===== src/rtl/l1_pmem_arbiter.sv =====
// Shares one line-wide physical-memory port between the I-cache and D-cache.
// One line transaction at a time, round-robin on ties, all outputs registered.
module l1_pmem_arbiter #(
   parameter int ADDR_W   = 32,
   parameter int LINE_W   = 256,
   parameter int OFFSET_W = 5
) (
   input  logic              clk,
   input  logic              rst_n,
   input  logic              icache_pmem_read,
   input  logic [ADDR_W-1:0] icache_pmem_address,
   output logic [LINE_W-1:0] icache_pmem_rdata,
   output logic              icache_pmem_resp,
   input  logic              dcache_pmem_read,
   input  logic              dcache_pmem_write,
   input  logic [ADDR_W-1:0] dcache_pmem_address,
   input  logic [LINE_W-1:0] dcache_pmem_wdata,
   output logic [LINE_W-1:0] dcache_pmem_rdata,
   output logic              dcache_pmem_resp,
   output logic              mem_read,
   output logic              mem_write,
   output logic [ADDR_W-1:0] mem_address,
   output logic [LINE_W-1:0] mem_wdata,
   input  logic [LINE_W-1:0] mem_rdata,
   input  logic              mem_resp
);

   typedef enum logic [1:0] {IDLE, BUSY_I, BUSY_D, RELEASE} state_t;

   localparam logic [ADDR_W-1:0] OFFSET_MASK = {{(ADDR_W-OFFSET_W){1'b0}}, {OFFSET_W{1'b1}}};

   state_t            state, state_nx;
   logic              last_d, last_d_nx;
   logic              pending_i, pending_d, grant_i, grant_d;
   logic              mem_read_nx, mem_write_nx;
   logic [ADDR_W-1:0] mem_address_nx;
   logic [LINE_W-1:0] mem_wdata_nx;
   logic [LINE_W-1:0] icache_rdata_nx, dcache_rdata_nx;
   logic              icache_resp_nx, dcache_resp_nx;

   function automatic logic [ADDR_W-1:0] line_align(input logic [ADDR_W-1:0] addr);
      return addr & ~OFFSET_MASK;
   endfunction

   always_comb begin
      state_nx        = state;
      last_d_nx       = last_d;
      mem_read_nx     = mem_read;
      mem_write_nx    = mem_write;
      mem_address_nx  = mem_address;
      mem_wdata_nx    = mem_wdata;
      icache_rdata_nx = icache_pmem_rdata;
      dcache_rdata_nx = dcache_pmem_rdata;
      icache_resp_nx  = 1'b0;
      dcache_resp_nx  = 1'b0;
      pending_i       = icache_pmem_read;
      pending_d       = dcache_pmem_read | dcache_pmem_write;
      // On a tie the side that was not served last wins
      grant_i         = pending_i & (~pending_d | last_d);
      grant_d         = pending_d & (~pending_i | ~last_d);

      case (state)
         IDLE: begin
            if (grant_i) begin
               state_nx       = BUSY_I;
               mem_read_nx    = 1'b1;
               mem_address_nx = line_align(icache_pmem_address);
               if (pending_d) last_d_nx = 1'b0;
            end else if (grant_d) begin
               state_nx       = BUSY_D;
               mem_address_nx = line_align(dcache_pmem_address);
               if (dcache_pmem_write) begin
                  mem_write_nx = 1'b1;
                  mem_wdata_nx = dcache_pmem_wdata;
               end else begin
                  mem_read_nx  = 1'b1;
               end
               if (pending_i) last_d_nx = 1'b1;
            end
         end
         BUSY_I: begin
            if (mem_resp) begin
               mem_read_nx     = 1'b0;
               icache_rdata_nx = mem_rdata;
               icache_resp_nx  = 1'b1;
               state_nx        = RELEASE;
            end
         end
         BUSY_D: begin
            if (mem_resp) begin
               mem_read_nx    = 1'b0;
               mem_write_nx   = 1'b0;
               if (!mem_write) dcache_rdata_nx = mem_rdata;
               dcache_resp_nx = 1'b1;
               state_nx       = RELEASE;
            end
         end
         RELEASE: state_nx = IDLE;
         default: state_nx = IDLE;
      endcase
   end

   // Extra RELEASE cycle lets the served client drop its held request
   always_ff @(posedge clk or negedge rst_n) begin
      if (!rst_n) begin
         state             <= IDLE;
         last_d            <= 1'b1;
         mem_read          <= 1'b0;
         mem_write         <= 1'b0;
         mem_address       <= '0;
         mem_wdata         <= '0;
         icache_pmem_rdata <= '0;
         dcache_pmem_rdata <= '0;
         icache_pmem_resp  <= 1'b0;
         dcache_pmem_resp  <= 1'b0;
      end else begin
         state             <= state_nx;
         last_d            <= last_d_nx;
         mem_read          <= mem_read_nx;
         mem_write         <= mem_write_nx;
         mem_address       <= mem_address_nx;
         mem_wdata         <= mem_wdata_nx;
         icache_pmem_rdata <= icache_rdata_nx;
         dcache_pmem_rdata <= dcache_rdata_nx;
         icache_pmem_resp  <= icache_resp_nx;
         dcache_pmem_resp  <= dcache_resp_nx;
      end
   end

endmodule

===== config.mk =====
export PLATFORM = sky130hd
export DESIGN_NAME = l1_pmem_arbiter
export DESIGN_NICKNAME = d
export VERILOG_FILES = /design/src/rtl/l1_pmem_arbiter.sv
export SDC_FILE = /design/constraint.sdc
export NUM_CORES = 1
export LEC_CHECK = 0
export ABC_AREA = 1
export BUFFER_PORTS_ARGS = -buffer_cell sky130_fd_sc_hd__buf_2
export CAP_MARGIN = 20
export CORE_AREA = 2 2 534 536
export CTS_BUF_LIST = sky130_fd_sc_hd__clkbuf_4 sky130_fd_sc_hd__clkbuf_8 sky130_fd_sc_hd__clkbuf_16
export DETAILED_ROUTE_END_ITERATION = 8
export DIE_AREA = 0 0 536 538
export PLACE_DENSITY_LB_ADDON = 0.1
export SYNTH_ARGS = -nofsm -noshare
export SYNTH_HDL_FRONTEND = slang
export SYNTH_SLANG_ARGS = --single-unit

===== constraint.sdc =====
create_clock -name clk -period 2.6 [get_ports clk]
set_clock_uncertainty 0.2 [all_clocks]
set_input_delay 0 -clock clk [delete_from_list [all_inputs] [get_ports clk]]
set_output_delay 0 -clock clk [all_outputs]
set_load 0.01 [all_outputs]

Yosys cells after proc, flatten, opt, wreduce, memory -nomap -nowiden:

Index checks and enable logic that the tools add are counted.
W data, S select, Z words.

* word-level logic and storage cells: 67
* flip-flop bits (word level): 807
* input bits: 582
* output and inout bits: 804

* muxes and demuxes: 22
* equal/unequal tests: 11
* bitwise operators: 10
* reductions and logical operators: 14

Operators by type and width (count)
* $mux W32: 2
* $mux W1: 14
* $reduce_and A4 Y1: 3
* $ne A2 B2 Y1 const B: 5
* $reduce_bool A2 Y1: 4
* $mux W2: 3
* $ne A3 B3 Y1 const B: 2
* $pmux W2 S3: 1
* $reduce_and A2 Y1: 3
* $not A1 Y1: 5
* $reduce_and A5 Y1: 1
* $eq A2 B2 Y1 const B: 2
* $pmux W1 S2: 2
* $or A1 B1 Y1: 3
* $reduce_and A3 Y1: 1
* $and A1 B1 Y1: 2
* $eq A2 B1 Y1 const B: 1
* $logic_not A2 Y1: 1
* $ne A2 B1 Y1 const B: 1
* $reduce_or A2 Y1: 1

Logic depth before layout (Yosys ltp):

* depth in word-level cells: 6
* mapped depth: 9
* mapped depth without buffers: 7

Worst setup path after synthesis:

Ideal clock, no wire load.

* kind: reg2reg
* start: register state[0]
* end: register mem_address[21]
* library setup time: 0.117 ns
* data required time: 2.283 ns
* stages on the path, launching flop included: 8
* setup slack: 0.882 ns
* data arrival time: 1.400 ns
* buffers on the path: 1
* clock period less this slack: 1.718 ns
* path through: dfrtp_1 inv_1 ha_1 a21boi_4 inv_2 clkbuf_1 nand2_1 nand2_1

* longest elaborated chain between the ends: 2

RTL lines
* from (decl): line 32 `state_t state, state_nx;`
* from (signal assigned): line 117 `state <= state_nx;`
* $logic_not A2 Y1: line 62 `case (state)`
* $reduce_and A2 Y1 (no source line)
* to (signal assigned): line 121 `mem_address <= mem_address_nx;`
* to (decl): line 22 `output logic [ADDR_W-1:0] mem_address,`

Every way passes these cells.
A chain may end at the register's enable or synchronous reset.

Final worst setup path:

* start: register state[1]
* end: register icache_pmem_rdata[154]

* longest elaborated chain between the ends: 2

RTL lines
* $eq A2 B1 Y1: line 62
* $reduce_and A2 Y1 (no source line)
* to (signal assigned): line 123 `icache_pmem_rdata <= icache_rdata_nx;`
* to (decl): line 12 `output logic [LINE_W-1:0] icache_pmem_rdata,`

Every way passes these cells.

==> run summary <==
### Setup path
• maximum cell stage delay along the critical path: 0.56 ns
• Buf/Inv on CP: 4
• endpoint of the lowest-slack register-to-register path: icache_pmem_rdata[154]
• type of the worst setup path: reg -> reg
• type of element launching the critical path: flip-flop
• launching point of the worst reg2reg path: state[1]
• critical path's most frequent cell: buf_12
• Worst path slowest cell: dlygate4sd3_1
• required time worst endpoint: 3.12 ns
• Worst setup startpoint: state[1]
• CP max FO: 45
• kind of end point of the critical path: flip-flop
• series of cell instances along the critical path: inv_1, ha_1, nand2_8, buf_12, buf_12, nand2_1, o21ai_0, dlygate4sd3_1
• reg-to-reg setup timing slack: 0.16 ns
• critical path endpoint: icache_pmem_rdata[154]
• Worst Reg-to-Reg Cells: 8
• Arrival @ worst endpoint: 2.95 ns
• critical path depth: 8
• cell family with most CP delay: buffers and inverters

### Yosys
• cell area after synthesis: 30660 um2
• post-synthesis async set-or-reset flop share: 100.0%
• Synth top area share: 65.38%
• unique cell type count in the Yosys netlist: 23
• Commonest cells post-synth: nand2_1 (869), dfrtp_1 (801), o21ai_0 (709), inv_1 (576), clkbuf_1 (100)
• cell type with the highest aggregate area in the netlist: dfrtp_1
• Post-Synthesis Mean Instance Area: 9.347 um2
• Post-Synthesis Cells: 3280
• dominant cell by count in the synthesized netlist: nand2_1
• number of flops mapped to enable cells by yosys: 0
• part of the Yosys area used for sequential elements: 65.47%
• Synth warnings: 0
• most common flop cell mapped by yosys: dfrtp_1
• top cells by area, synth: dfrtp_1 (65%), o21ai_0 (12%), nand2_1 (11%)
• number of flip-flops and latches in the synthesized netlist: 802

### Placement
• worst setup timing slack at the placement stage: 0.4910 ns
• detailed placer's ending HPWL: 158200 um
• placer's final routability congestion estimate: 0.8318
• Buffers on Ports: 1370

### Routing
• DR vias: 32931
• detailed-route wire length per cell: 20.25 um
• ratio of routed vias to standard cells: 3.299
• initial drt markers: 1416
• DR pass1 iterations: 5
• WL final: 202100 um
• antenna-violating nets left: 0
• number of remaining DRC errors: 0

### Floorplan
• area of the core region: 283200 um2
• height of the die: 538 um
• placement row count: 196
• width of the die: 536 um
• number of I/O pins: 1386
• initial cell density of the core: 10.82%
• DIE AREA: 288400 um2

### STA
• worst-case headroom to the max-slew limit: 57.89%
• maximum achievable frequency: 0.4103 GHz
• setup TNS: 0 ns
• Final Hold Fails: 0
• number of endpoints failing setup at the final stage: 0
• slack of the critical path: 0.1629 ns
• worst slew pin tran: 0.6294 ns
• number of max-slew violations in the final report: 0
• clock period minus worst slack: 2.437 ns
• setup repair after global routing missed its margin: no
• Final period util: 93.73%

### Global route
• global-route wire length before repair: 274400 um
• met1 usage: 16.55%
• met3 usage in global routing: 5.352%
• global-route layer with the greatest usage: met2
• number of global-route vias before repair: 34075
• number of antenna violations at the first check in global routing: 113
• GRT met2 Usage: 21.63%
• All-Layer GR Usage: 13.53%
• overflow left after global routing: 0
• maximum number of pins on one net before global-route repair: 115

### Layout
• Sequential Area: 20070 um2
• area added between synthesis and finish: 98.06%
• combined area of the multi-input logic cells: 7612 um2
• share of post-route cells with drive strength above 1: 26.92%
• NumNets Final: 6673
• filler cell count in the final layout: 31785

### CTS
• CTS buffer count: 115
• number of setup buffers added after CTS: 0
• Worst-Skew Late Latency: 0.80 ns
• count of H-tree levels built during CTS: 3
• Clock Sinks: 802
• TritonCTS clock tree: done
• clock transition at the registers of the reported paths: 0.06 ns
• Clock Path Buffers: 4
• CTS Root Buffer Type: clkbuf_16

### Worst hold path
• Hold Startpoint: mem_rdata[239]
• worst hold-check path type: in -> reg

### Pwr
• power density relative to cell area: 1063 nW/um2
• Static Leakage: 31.13 nW
• worst vdd rail ir drop: 0.5117 mV

### Run status
• run status: complete, no violations

### Job
• maximum capacitance violations: 0

placed cells by master (no fill, tap or decap), drive strengths merged, types with 2 or more instances in the layout:
master,instances
buf,1449
dlygate4sd3,1422
nand2,872
dfrtp,801
o21ai,771
inv,582
clkbuf,176
nand3,59
diode,51
clkinv,12
conb,5
bufinv,5
ha,4
clkinvlp,3
nor2,2
state kept, by name (all words and copies together), names as in the netlist:
signal / cells
dcache_pmem_rdata: 256
dcache_pmem_resp: 1
icache_pmem_rdata: 256
icache_pmem_resp: 1
last_d: 1
mem_address: 27
mem_read: 1
mem_wdata: 256
mem_write: 1
state: 2
routing by layer:
layer / vias to the layer above / part of all wire (%) / routed length, um
met5: - / 0.13 / 264
met4: 44 / 3.0 / 6107
met3: 285 / 9.6 / 19460
met2: 1202 / 45 / 91270
met1: 15588 / 42 / 85030
li1: 15812 / - / -
what timing repair did:
item | 4_1_cts | 5_1_grt
hold endpoints to repair | 1604 | 0
resized for setup | 0 | 4
setup endpoints to repair | 0 | 178
hold buffers | 1423 | 0
area by class of cell:
class / count / area share [%]
antenna: 51 / 0.2102
clock buffer: 175 / 5.821
clock inverter: 24 / 0.4657
inverter: 578 / 3.573
multi-input combinational: 1718 / 12.54
sequential: 802 / 33.06
tap: 3762 / 7.752
timing repair buffer: 2872 / 36.59
tightest hold or removal path: cells and delay by family:
kind	cells	cell delay [ns]
buf+inv	3	0.88
compound gates	1	0.11
cells by family (layout without fill, tap and decap cells):
logic type	count (synthesis)	count (layout)	share of synthesized area, %
flip-flops	802	802	65.47
adder cells (fa/ha/maj)	4	4	0.1633
AO/OA/AOI/OAI	773	773	12.66
other	1	56	0.01223
AND/OR/NAND/NOR	936	936	11.76
buffers and inverters	764	3649	9.930
through the flow:
step / cells / power, mW / hold slack (ns) / utilization, % / cell area (um2)
after floorplan: 3284 / 30.43 / -0.4956 / - / 30670
after global placement: 8308 / 44.15 / -0.1416 / 14.99 / 42470
after detailed placement: 8308 / 44.17 / -0.1391 / 14.99 / 42470
after CTS: 9930 / 65.91 / 0.007615 / 21.37 / 60540
after global routing: 9953 / 69.35 / 0.03959 / 21.41 / 60650
final: 9982 / 64.52 / 0.04617 / 21.44 / 60720
report_power, final:
part           switching [mW]  leakage (nW)  internal [mW]
sequential               3.28          10.1           18.2
combinational            15.4          19.1           11.4
clock                    6.52          1.92           9.77
total                    25.2          31.1           39.3
worst min path at each step:
stage	endpoint	slack (ns)	depth (start not counted)
6_report	icache_pmem_rdata[239]	0.05	4
5_1_grt	icache_pmem_rdata[238]	0.04	4
4_1_cts	icache_pmem_rdata[233]	0.008	4
3_5_place_dp	icache_pmem_rdata[219]	-0.14	1
3_3_place_gp	icache_pmem_rdata[219]	-0.14	1
2_1_floorplan	dcache_pmem_rdata[0]	-0.50	0
Note: power is estimated with default switching activity, not from simulation.
